===== src/rtl/clk_gen_pkg.sv =====
// Shared definitions for the multi-channel clock/pulse generator.
//   - cfg_mode encodings (2'b11 is reserved and behaves like OFF)
//   - per-channel FSM state encoding
//   - mode_starts(): true for the modes that launch a channel
package clk_gen_pkg;

  localparam logic [1:0] MODE_OFF   = 2'b00;
  localparam logic [1:0] MODE_RUN   = 2'b01;
  localparam logic [1:0] MODE_BURST = 2'b10;

  typedef enum logic [2:0] {
    IDLE,
    PHASE,
    HIGH,
    LOW,
    STOP
  } chan_state_t;

  function automatic logic mode_starts(input logic [1:0] mode);
    return (mode == MODE_RUN) || (mode == MODE_BURST);
  endfunction

endpackage


===== src/rtl/clk_gen_chan.sv =====
// One clock/pulse channel: phase delay, then 50% duty square wave with a
// half-period of half_eff master cycles, either free-running or for a
// counted number of pulses.
//
// Ports:
//   clk        master clock
//   rst_n      asynchronous active-low reset
//   cfg_we     an accepted configuration targets this channel
//   cfg_mode   OFF / RUN / BURST (reserved = OFF)
//   cfg_half   half-period in master cycles (0 behaves as 1)
//   cfg_phase  idle cycles before the first rising edge
//   cfg_count  number of pulses in BURST mode
//   clk_out    generated clock (registered)
//   busy       channel is not IDLE
//   done       one-cycle pulse when a burst completes
module clk_gen_chan
  import clk_gen_pkg::*;
#(
  parameter int CNT_W = 16
) (
  input  logic             clk,
  input  logic             rst_n,
  input  logic             cfg_we,
  input  logic [1:0]       cfg_mode,
  input  logic [CNT_W-1:0] cfg_half,
  input  logic [CNT_W-1:0] cfg_phase,
  input  logic [CNT_W-1:0] cfg_count,
  output logic             clk_out,
  output logic             busy,
  output logic             done
);

  localparam logic [CNT_W-1:0] CNT_ONE = {{(CNT_W-1){1'b0}}, 1'b1};

  chan_state_t      state, state_nxt;
  logic [CNT_W-1:0] cnt, cnt_nxt;
  logic [CNT_W-1:0] half, half_nxt;
  logic [CNT_W-1:0] pulses, pulses_nxt;
  logic             burst, burst_nxt;
  logic             done_q, done_nxt;
  logic             clk_q;
  logic             start, stop;

  always_ff @(posedge clk or negedge rst_n) begin
    if (!rst_n) begin
      state  <= IDLE;
      cnt    <= '0;
      half   <= '0;
      pulses <= '0;
      burst  <= 1'b0;
      done_q <= 1'b0;
      clk_q  <= 1'b0;
    end else begin
      state  <= state_nxt;
      cnt    <= cnt_nxt;
      half   <= half_nxt;
      pulses <= pulses_nxt;
      burst  <= burst_nxt;
      done_q <= done_nxt;
      // Output registered from the next state so the clock never glitches
      // on a multi-bit state decode. STOP is the tail of a high half.
      clk_q  <= (state_nxt == HIGH) || (state_nxt == STOP);
    end
  end

  always_comb begin
    state_nxt  = state;
    cnt_nxt    = cnt;
    half_nxt   = half;
    pulses_nxt = pulses;
    burst_nxt  = burst;
    done_nxt   = 1'b0;
    start      = cfg_we && mode_starts(cfg_mode);
    stop       = cfg_we && !mode_starts(cfg_mode);

    case (state)
      IDLE: begin
        if (start) begin
          if ((cfg_mode == MODE_BURST) && (cfg_count == '0)) begin
            // Empty burst: nothing to generate, report completion at once.
            done_nxt = 1'b1;
          end else begin
            state_nxt  = PHASE;
            cnt_nxt    = cfg_phase;
            half_nxt   = (cfg_half == '0) ? CNT_ONE : cfg_half;
            burst_nxt  = (cfg_mode == MODE_BURST);
            pulses_nxt = cfg_count;
          end
        end
      end

      PHASE: begin
        if (stop) begin
          state_nxt = IDLE;
          cnt_nxt   = '0;
        end else if (cnt == '0) begin
          state_nxt = HIGH;
          cnt_nxt   = half - CNT_ONE;
        end else begin
          cnt_nxt = cnt - CNT_ONE;
        end
      end

      HIGH: begin
        if (cnt == '0) begin
          // Last cycle of the high half: an OFF here loses nothing.
          if (stop) begin
            state_nxt = IDLE;
          end else begin
            state_nxt = LOW;
            cnt_nxt   = half - CNT_ONE;
          end
        end else begin
          cnt_nxt = cnt - CNT_ONE;
          if (stop) begin
            state_nxt = STOP;
          end
        end
      end

      LOW: begin
        if (stop) begin
          state_nxt = IDLE;
          cnt_nxt   = '0;
        end else if (cnt == '0) begin
          if (burst && (pulses == CNT_ONE)) begin
            state_nxt  = IDLE;
            pulses_nxt = '0;
            done_nxt   = 1'b1;
          end else begin
            if (burst) begin
              pulses_nxt = pulses - CNT_ONE;
            end
            state_nxt = HIGH;
            cnt_nxt   = half - CNT_ONE;
          end
        end else begin
          cnt_nxt = cnt - CNT_ONE;
        end
      end

      STOP: begin
        if (cnt == '0) begin
          state_nxt = IDLE;
        end else begin
          cnt_nxt = cnt - CNT_ONE;
        end
      end

      default: begin
        state_nxt = IDLE;
        cnt_nxt   = '0;
      end
    endcase
  end

  assign clk_out = clk_q;
  assign busy    = (state != IDLE);
  assign done    = done_q;

endmodule


===== src/rtl/clk_gen_multi.sv =====
// Multi-channel runtime-programmable clock/pulse generator.
// A single valid/ready configuration port programs one channel per cycle.
//
// Ports:
//   clk        master clock
//   _Reset     asynchronous active-low reset (released synchronously)
//   cfg_valid  configuration request
//   cfg_ready  request can be accepted (OFF always; start only if idle)
//   cfg_ch     target channel; values >= NUM_CH are accepted and ignored
//   cfg_mode   OFF / RUN / BURST / reserved(=OFF)
//   cfg_half   half-period in master cycles (0 behaves as 1)
//   cfg_phase  idle cycles before the first rising edge
//   cfg_count  BURST pulse count
//   clk_out    generated clocks, one bit per channel
//   busy       channel not IDLE
//   done       one-cycle burst-complete pulse per channel
module clk_gen_multi
  import clk_gen_pkg::*;
#(
  parameter int NUM_CH = 4,
  parameter int CNT_W  = 16,
  parameter int CH_W   = (NUM_CH > 1) ? $clog2(NUM_CH) : 1
) (
  input  logic              clk,
  input  logic              _Reset,
  input  logic              cfg_valid,
  output logic              cfg_ready,
  input  logic [CH_W-1:0]   cfg_ch,
  input  logic [1:0]        cfg_mode,
  input  logic [CNT_W-1:0]  cfg_half,
  input  logic [CNT_W-1:0]  cfg_phase,
  input  logic [CNT_W-1:0]  cfg_count,
  output logic [NUM_CH-1:0] clk_out,
  output logic [NUM_CH-1:0] busy,
  output logic [NUM_CH-1:0] done
);

  // Reset asserts asynchronously through both flops, deasserts after two
  // clean edges so every channel leaves reset on the same cycle.
  logic [1:0] rst_sync;
  logic       rst_n;

  always_ff @(posedge clk or negedge _Reset) begin
    if (!_Reset) begin
      rst_sync <= 2'b00;
    end else begin
      rst_sync <= {rst_sync[0], 1'b1};
    end
  end

  assign rst_n = rst_sync[1];

  // One-hot channel select; an out-of-range cfg_ch selects nothing, so it
  // reads as ready and is silently dropped.
  logic [NUM_CH-1:0] sel;
  logic              accept;

  assign cfg_ready = !mode_starts(cfg_mode) || !(|(sel & busy));
  assign accept    = cfg_valid && cfg_ready;

  for (genvar i = 0; i < NUM_CH; i++) begin : g_ch
    assign sel[i] = (cfg_ch == CH_W'(i));

    clk_gen_chan #(
      .CNT_W (CNT_W)
    ) u_chan (
      .clk       (clk),
      .rst_n     (rst_n),
      .cfg_we    (accept && sel[i]),
      .cfg_mode  (cfg_mode),
      .cfg_half  (cfg_half),
      .cfg_phase (cfg_phase),
      .cfg_count (cfg_count),
      .clk_out   (clk_out[i]),
      .busy      (busy[i]),
      .done      (done[i])
    );
  end

endmodule


===== config.mk =====
export PLATFORM = sky130hd
export DESIGN_NAME = clk_gen_multi
export DESIGN_NICKNAME = d
export VERILOG_FILES = /design/src/rtl/clk_gen_pkg.sv /design/src/rtl/clk_gen_chan.sv /design/src/rtl/clk_gen_multi.sv
export SDC_FILE = /design/constraint.sdc
export NUM_CORES = 1
export LEC_CHECK = 0
export ABC_CLOCK_PERIOD_IN_PS = 9200
export CAP_MARGIN = 15
export CORE_UTILIZATION = 60
export CTS_CLUSTER_DIAMETER = 30
export CTS_CLUSTER_SIZE = 12
export DETAILED_ROUTE_END_ITERATION = 16
export HOLD_SLACK_MARGIN = 0.08
export PLACE_DENSITY = 0.9
export SETUP_SLACK_MARGIN = 0.3
export SKIP_CTS_REPAIR_TIMING = 1
export SLEW_MARGIN = 20
export SYNTH_ARGS = -nofsm -noshare
export SYNTH_HDL_FRONTEND = slang
export SYNTH_SLANG_ARGS = --single-unit

===== constraint.sdc =====
create_clock -name clk -period 9.2 [get_ports clk]
set_input_delay 1.84 -clock clk [delete_from_list [all_inputs] [get_ports clk]]
set_output_delay 1.84 -clock clk [all_outputs]
set_load 0.02 [all_outputs]

== After elaboration in Yosys (flattened, before gate mapping) ==
Cells that the tools add are included.

* Bits in registers: 218
* Logic and storage cells: 302

* Add/sub/neg operators: 12
* Equal/unequal tests: 65
* Mux-type cells: 136
* Bitwise operators: 2
* Reductions and logical operators: 58

{| class="wikitable"
|+ Operators by type and width
! kind !! number
|-
| $mux W16 || 59
|-
| $pmux W16 S5 || 4
|-
| $sub A16 B1 Y16 const B || 12
|-
| $pmux W16 S2 || 4
|-
| $mux W3 || 36
|-
| $logic_not A16 Y1 || 6
|-
| $eq A16 B1 Y1 const B || 4
|-
| $pmux W3 S5 || 4
|-
| $eq A3 B2 Y1 const B || 12
|-
| $eq A3 B3 Y1 const B || 8
|-
| $ne A2 B2 Y1 const B || 12
|-
| $reduce_and A6 Y1 || 4
|-
| $reduce_and A5 Y1 || 4
|-
| $logic_and A1 B1 Y1 || 18
|-
| $mux W1 || 17
|-
| $mux W2 || 8
|-
| $ne A2 B1 Y1 const B || 8
|-
| $ne A4 B3 Y1 const B || 4
|-
| $eq A3 B1 Y1 const B || 4
|-
| $logic_not A3 Y1 || 4
|-
| $ne A3 B1 Y1 const B || 4
|-
| $ne A3 B3 Y1 const B || 4
|-
| $reduce_and A3 Y1 || 4
|-
| $reduce_bool A3 Y1 || 4
|-
| 10 further kinds || 25
|}

== Longest topological paths before layout ==
Gate-level depths: netlist of the first run.

* Depth after elaboration: 13
* Mapped depth: 12
* Mapped depth without buffers: 8

== Cells and area by module ==
From an unflattened synthesis of the first run, not the netlist that was laid out.

* Cell total of the unflattened synthesis: 1632
* Area, all modules: 14607.8 µm²

{| class="wikitable"
|+ By module, submodules not included
! module !! instances !! cells each !! area each (µm²)
|-
| clk_gen_chan at g_ch[2].u_chan || 1 || 401 || 3674.8
|-
| clk_gen_chan at g_ch[1].u_chan || 1 || 402 || 3667.3
|-
| clk_gen_chan at g_ch[3].u_chan || 1 || 412 || 3590.9
|-
| clk_gen_chan at g_ch[0].u_chan || 1 || 403 || 3533.4
|-
| clk_gen_multi || 1 || 14 || 141.4
|}

== Worst setup path before layout of the first run ==
Ideal clock, no wire load.

* Path type: input port to output port
* Start point: in cfg_ch[1]
* End point: out cfg_ready
* Data arrival time: 2.743 ns
* Required time: 7.360 ns
* Slack: 4.617 ns
* Cell stages on the path: 4
* Cell sequence: clkbuf_1 > clkbuf_1 > a31oi_1 > or2_2

* Longest elaborated chain between the ends: 5
* Elaborated cells between the ends (all ways): 8

{| class="wikitable"
|+ Ends and longest elaborated chain
! element !! line !! source
|-
| from (decl) || clk_gen_multi.sv:28 || <nowiki>input logic [CH_W-1:0] cfg_ch,</nowiki>
|-
| $eq A2 B1 Y1 (tied with other cells) || clk_gen_multi.sv:62 || <nowiki>assign sel[i] = (cfg_ch == CH_W'(i));</nowiki>
|-
| $and A4 B4 Y4 * || clk_gen_multi.sv:58 || <nowiki>assign cfg_ready = !mode_starts(cfg_mode) || !(|(sel & busy));</nowiki>
|-
| $reduce_or A4 Y1 * || clk_gen_multi.sv:58 ||
|-
| $logic_not A1 Y1 * || clk_gen_multi.sv:58 ||
|-
| $logic_or A1 B1 Y1 * || clk_gen_multi.sv:58 ||
|-
| to (decl) || clk_gen_multi.sv:27 || <nowiki>output logic cfg_ready,</nowiki>
|}

Mark *: on every way between the ends. The rest lies on a longest branch, timed or not.

== Final worst setup path of the first run ==
* Start point: in cfg_ch[0]
* End point: out cfg_ready

Same word-level chain as after synthesis.

==> flow_metrics.env, run 1 <==
export IMPL_routed_via_count=14500
export IMPL_worst_path_largest_cell_delay_ps=750
export IMPL_final_nets=1758
export IMPL_place_port_buffers=67
export IMPL_place_ws_ps=3290
export IMPL_clockRootBuffer="clkbuf_16"
export IMPL_clock_tree_buffer_depth=3
export IMPL_critical_path_class="in -> out"
export IMPL_cp_data_arrival_time_ps=4200
export IMPL_rrSetupSlack_ps=5310
export IMPL_critical_path_slowest_cell="clkdlybuf4s50_1"
export IMPL_ys_ff_latch=218
export IMPL_io_pin_count=68
export IMPL_vdd_drop_max_mv=0.189
export IMPL_initial_utilization_pct=61.1
export IMPL_yosysUniqueCellTypes=84
export IMPL_r2r_end="g_ch[0].u_chan.cnt[10]"
export IMPL_synth_async_sr_flop_share_pct=100
export IMPL_remaining_drc_errors=0
export IMPL_grt_first_pass_wirelength_um=72500
export IMPL_yosysWarningCount=0
export IMPL_final_hold_viol_count=0
export IMPL_cp_start_kind="primary input"
export IMPL_min_path_type="reg -> async"
export IMPL_dominantRegCellSynth="dfrtp_1"
export IMPL_rsz0062_at_grt="false"
export IMPL_finalWorstSetupSlack_ps=3160
export IMPL_critical_path_top_delay_family="buffers and inverters"
export IMPL_initial_antenna_violation_count=2
export IMPL_core_um2=23500
export IMPL_layout_commonest_cell="dfrtp_1"
export IMPL_adder_cell_share_of_the_synthesized_area_pct=1.48
export IMPL_grt_total_usage_pct=38.0
export IMPL_numClockSinks=218
export IMPL_postSynthCellCount=1673
export IMPL_outcome="complete, no violations"
export IMPL_reported_max_cap_violation_count=0
export IMPL_grt_remaining_overflow=0
export IMPL_worst_setup_path_end_kind="output port"
export IMPL_timing_max_transition_violations_final=0
export IMPL_synthesis_area_per_instance_um2=8.57
export IMPL_clock_latency_ps=570
export IMPL_synthXorXnorAreaFrac_pct=4.15
export IMPL_post_drt_wl_per_cell_um=22.7
export IMPL_avgViaCountPerCell=7.10
export IMPL_drive_gt1_share_pct=11.8
export IMPL_worstReg2RegStart="g_ch[0].u_chan.state[2]"
export IMPL_grt_start_max_net_pins=176
export IMPL_filler_cell_count=1625
export IMPL_synth_simple_area_share_pct=22.5
export IMPL_design_area_um2=16700
export IMPL_die_outline_area_um2=24500
export IMPL_synth_yosys_seq_area_share_pct=38.0
export IMPL_grt_pass1_vias=13600
export IMPL_placement_cell_area_um2=15000
export IMPL_synth_compound_area_share_pct=22.9
export IMPL_worstRegToRegCells=6
export IMPL_chip_width_um=157
export IMPL_cts_htree_levels=2
export IMPL_layout_area_overhead_vs_synth_pct=16.8
export IMPL_rows=56
export IMPL_finish_utilization_pct=71.3
export IMPL_cp_max_fanout=15
export IMPL_hpwlAfterDp_um=30300
export IMPL_syn_nets=1745
export IMPL_synth_mux_area_share_pct=5.86
export IMPL_path_buf_inv=2
export IMPL_worst_slew_margin_rel_pct=22.9
export IMPL_mostFrequentLayoutCells="217 x dfrtp_1, 145 x o21ai_0, 135 x nand2_1, 133 x nor2_1, 115 x a21oi_1"
export IMPL_synth_top_family_by_area="compound AO/OA/AOI/OAI gates"
export IMPL_cts_tree="done"
export IMPL_drt_total_wl_um=46500
export IMPL_p_leak_nw=6.70
export IMPL_synth_enable_flop_cells=0
export IMPL_final_setup_tns_ps=0
export IMPL_synth_area_um2=14300
export IMPL_power_density_nw_per_um2=360
export IMPL_place_gp_congestion=0.958
export IMPL_max_freq_ghz=0.166
export IMPL_number_of_drc_markers_after_the_initial_detailed_route_iteration=1913
export IMPL_detail_route_first_pass_iterations=8
export IMPL_post_route_antenna_net_violation_count=0
export IMPL_worst_clock_skew_ps=30.4
export IMPL_crit_path_cell_trace="clkdlybuf4s50_1, nor4_1, a211oi_1, a31oi_1, or2_2, clkdlybuf4s50_1"
export IMPL_fp_dieH_um=157
export IMPL_share_of_the_clock_period_used_by_the_worst_path_pct=65.6
export IMPL_worst_slew_pin_slew_ps=1150
export IMPL_finalWorstPathRequiredPeriod_ps=6040
export IMPL_worst_path_most_repeated_cell="clkdlybuf4s50_1"
export IMPL_setup_violations=0
export IMPL_required_ps=7360
export IMPL_worst_setup_hold_path_clk_slew_ps=50
export IMPL_numCtsBuffers=51
[worst max-delay path by stage]
| stage | from | end | slack, ps | depth (start not counted) |
|---|---|---|---|---|
| 4_1_cts | cfg_ch[0] | cfg_ready | 3260 | 6 |
| 6_report | cfg_ch[0] | cfg_ready | 3160 | 6 |
| 3_5_place_dp | cfg_ch[0] | cfg_ready | 3290 | 6 |
| 3_3_place_gp | cfg_ch[0] | cfg_ready | 3340 | 6 |
| 5_1_grt | cfg_ch[0] | cfg_ready | 3040 | 6 |
| 2_1_floorplan | rst_sync[1] | g_ch[0].u_chan.burst | 2680 | 0 |
[cells in the mapped netlist, types with 27 or more instances]
cell type / count / area share, %
xnor2_1: 45 / 2.7
dfrtp_1: 218 / 38
nand2_1: 135 / 3.5
o21ai_0: 145 / 5.1
o2bb2ai_1: 37 / 2.3
a21oi_1: 115 / 4.0
o31ai_1: 31 / 1.6
nor3_1: 91 / 3.2
mux2_2: 63 / 4.9
o22ai_1: 27 / 1.2
nor2_1: 135 / 3.5
inv_1: 52 / 1.4
nor4_1: 61 / 2.7
clkbuf_1: 79 / 2.1
[worst reg2reg max path: cells and delay by family, from the launching register on]
kind            cells  cell delay (ps)
compound gates      1              560
mux                 1              410
flops               1              660
simple gates        4             2130
[per-stage QoR]
stage	hold WS, ps	power (mW)	instances
5_1_grt	350	6.32	2046
3_3_place_gp	339	3.93	1952
3_5_place_dp	339	4.04	1952
2_1_floorplan	331	3.46	1673
4_1_cts	349	5.92	2045
6_report	327	6.02	2046
[cell families (layout without fill, tap and decap cells)]
logic type | after synthesis | after routing
AND/OR/NAND/NOR | 615 | 615
multiplexers | 76 | 76
AO/OA/AOI/OAI | 509 | 509
other | 1 | 2
adder cells (fa/ha/maj) | 17 | 17
flip-flops | 218 | 218
buffers and inverters | 169 | 222
XOR/XNOR | 68 | 68
[power breakdown]
part           total [mW]  internal [mW]  leakage (nW)  switching, mW
Clock                1.84           1.23         0.861          0.612
Sequential           1.95           1.39          2.73          0.557
Combinational        2.23          0.929          3.11           1.30
Total                6.02           3.55          6.70           2.47
[cell type report]
type	count	area [um^2]	area share, %
Clock buffer	61	1360	8.14
Multi-Input combinational cell	1286	8180	48.9
Clock inverter	32	385	2.30
Sequential cell	218	5460	32.6
Inverter	52	195	1.17
Tap cell	319	399	2.38
Timing Repair Buffer	77	758	4.53
Antenna cell	1	2.50	0.0149
[flip-flops by register name, indices dropped and copies added, names as in the netlist]
| register | flops |
|---|---|
| g_ch.u_chan.cnt | 64 |
| g_ch.u_chan.half | 64 |
| g_ch.u_chan.pulses | 64 |
| g_ch.u_chan.state | 12 |
| g_ch.u_chan.burst | 4 |
| g_ch.u_chan.clk_out | 4 |
| g_ch.u_chan.done | 4 |
| rst_sync | 2 |
[routing by layer]
metal,part of all wire (%),wire [um],up-vias,GRT usage [%]
li1,-,-,6311,-
met1,37,17200,6859,48.5
met2,43,20200,1049,56.4
met3,12,5770,303,11.7
met4,7.1,3320,2,23.4
met5,0.037,17,-,0
(Power assumes the default switching activity.)
==> run 2: changes to the inputs <==
--- a/config.mk
+++ b/config.mk
@@ -5,7 +5,7 @@
 export SDC_FILE = /design/constraint.sdc
 export NUM_CORES = 1
 export LEC_CHECK = 0
-export ABC_CLOCK_PERIOD_IN_PS = 9200
+export ABC_CLOCK_PERIOD_IN_PS = 6200
 export CAP_MARGIN = 15
 export CORE_UTILIZATION = 60
 export CTS_CLUSTER_DIAMETER = 30
==> constraint.sdc (replaced) <==
create_clock -name clk -period 6.2 [get_ports clk]
set_input_delay 1.24 -clock clk [delete_from_list [all_inputs] [get_ports clk]]
set_output_delay 1.24 -clock clk [all_outputs]
set_load 0.02 [all_outputs]
==> run 2 against run 1 <==
  * Sequential power rose by 48%
  * Global-route usage rose by 1.0 points
  * Register-to-register slack got worse by 3000 ps
  * Setup slack worse by 1800 ps
  * Wire length grew 2.6%
  * Sequential share of layout area fell by 0.15 points
  * Power is 49% higher
  * Combinational power rose by 49%
  * Via count is 0.66% lower
  * Critical path type unchanged
==> flow_metrics.env, run 2 (same netlist as run 1, synthesis figures left out) <==
export IMPL_outcome="complete, no violations"
export IMPL_number_of_drc_markers_after_the_initial_detailed_route_iteration=1841
export IMPL_hpwlAfterDp_um=31000
export IMPL_rsz0062_at_grt="false"
export IMPL_reported_max_cap_violation_count=0
export IMPL_max_freq_ghz=0.206
export IMPL_post_route_antenna_net_violation_count=0
export IMPL_layout_commonest_cell="dfrtp_1"
export IMPL_post_layout_total_power_mw=8.99
export IMPL_grt_start_max_net_pins=140
export IMPL_final_hold_viol_count=0
export IMPL_p_leak_nw=6.71
export IMPL_mostFrequentLayoutCells="217 x dfrtp_1, 145 x o21ai_0, 135 x nand2_1, 133 x nor2_1, 115 x a21oi_1"
export IMPL_final_setup_tns_ps=0
export IMPL_final_nets=1759
export IMPL_place_port_buffers=67
export IMPL_fin_worst_hold_slack_ps=193
export IMPL_cp_data_arrival_time_ps=3610
export IMPL_setup_violations=0
export IMPL_clock_tree_buffer_depth=3
export IMPL_worst_setup_path_end_kind="output port"
export IMPL_routed_via_count=14400
export IMPL_power_share_combinational_pct=37.1
export IMPL_die_outline_area_um2=24500
export IMPL_grt_first_pass_wirelength_um=73700
export IMPL_place_gp_congestion=0.940
export IMPL_netSwitchingPower_mw=3.66
export IMPL_worst_slew_margin_rel_pct=26.8
export IMPL_detail_route_first_pass_iterations=7
export IMPL_grt_pass1_vias=13500
export IMPL_cts_htree_levels=2
export IMPL_io_pin_count=68
export IMPL_clock_latency_ps=580
export IMPL_numClockSinks=218
export IMPL_post_drt_wl_per_cell_um=23.3
export IMPL_remaining_drc_errors=0
export IMPL_rows=56
export IMPL_worst_setup_hold_path_clk_slew_ps=50
export IMPL_worst_clock_skew_ps=39.9
export IMPL_cp_start_kind="primary input"
export IMPL_worst_slew_pin_slew_ps=1090
export IMPL_cp_max_fanout=15
export IMPL_layout_area_overhead_vs_synth_pct=17.3
export IMPL_avgViaCountPerCell=7.04
export IMPL_power_density_nw_per_um2=534
export IMPL_vdd_drop_max_mv=0.352
export IMPL_placement_cell_area_um2=15000
export IMPL_fp_dieH_um=157
export IMPL_power_sequential_fraction_pct=32.2
export IMPL_initial_utilization_pct=61.1
export IMPL_internal_power_mw=5.33
export IMPL_chip_width_um=157
export IMPL_biggestRegsByFlops="g_ch.u_chan.cnt: 64 flops, g_ch.u_chan.half: 64 flops, g_ch.u_chan.pulses: 64 flops"
export IMPL_required_ps=4960
export IMPL_share_of_the_clock_period_used_by_the_worst_path_pct=78.3
export IMPL_min_path_type="reg -> async"
export IMPL_numCtsBuffers=50
export IMPL_design_area_um2=16800
export IMPL_drt_total_wl_um=47800
export IMPL_clockRootBuffer="clkbuf_16"
export IMPL_initial_antenna_violation_count=2
export IMPL_p_sw_share_pct=40.7
export IMPL_clockPowerShare_pct=30.7
export IMPL_grt_total_usage_pct=39.0
export IMPL_grt_remaining_overflow=0
export IMPL_cts_tree="done"
export IMPL_finalWorstPathRequiredPeriod_ps=4850
export IMPL_timing_max_transition_violations_final=0
export IMPL_drive_gt1_share_pct=11.7
export IMPL_core_um2=23500
export IMPL_finish_utilization_pct=71.7
export IMPL_critical_path_class="in -> out"
run 2: changes by cell type in the layout (fill, tap and decap cells not counted), sizes merged:
cell      delta
buf          +2
bufinv       +1
clkbuf       +5
clkinv       -5
clkinvlp     +4
diode        +2
inv          -6
run 2: final timing paths:
path / end / slack [ps] / from / depth (start not counted)
setup / recovery: cfg_ready / 1350 / cfg_ch[0] / 6
hold / removal: g_ch[1].u_chan.cnt[7] / 190 / rst_sync[1] / 0
setup reg to reg: g_ch[0].u_chan.cnt[3] / 2340 / g_ch[0].u_chan.cnt[0] / 8
hold reg to reg: g_ch[1].u_chan.cnt[7] / 190 / rst_sync[1] / 0
max in group asynchronous: g_ch[0].u_chan.cnt[8] / 4910 / rst_sync[1] / 1
min in group clk: rst_sync[1] / 350 / rst_sync[0] / 0
run 2: critical path: stages:
cell and delay (ps):
clkdlybuf4s50_1 730, nor4_1 130, a211oi_1 450, a31oi_1 180, or2_2 340, clkdlybuf4s50_1 540
run 2: layer usage:
metal	global-route usage [%]	part of all wire [%]	up-vias
li1	-	-	6316
met4	26.0	6.8	0
met2	56.4	43	1068
met3	11.9	13	258
met1	50.4	37	6786
met5	0	0	-
run 2: cell type report:
cell class,count,area (um^2)
inverter,52,195
sequential,218,5460
tap,319,399
timing repair buffer,79,793
multi-input combinational,1286,8180
fill,1653,6650
antenna,3,7.51
clock inverter,26,385
clock buffer,66,1400
run 2: power by group through the flow:
stage	registers, mW	clock network (mW)	logic, mW
3_5_place_dp	2.85	0	3.17
6_report	2.89	2.76	3.33
4_1_cts	2.86	2.77	3.22
5_1_grt	2.98	2.85	3.60
3_3_place_gp	2.81	0	3.05
2_1_floorplan	2.59	0	2.54
run 2: stage by stage:
| step | instances | setup slack (ps) |
|---|---|---|
| floorplan | 1673 | 2610 |
| global placement | 1953 | 1500 |
| detailed placement | 1953 | 1450 |
| CTS | 2045 | 1390 |
| global route | 2047 | 1230 |
| finish | 2049 | 1350 |
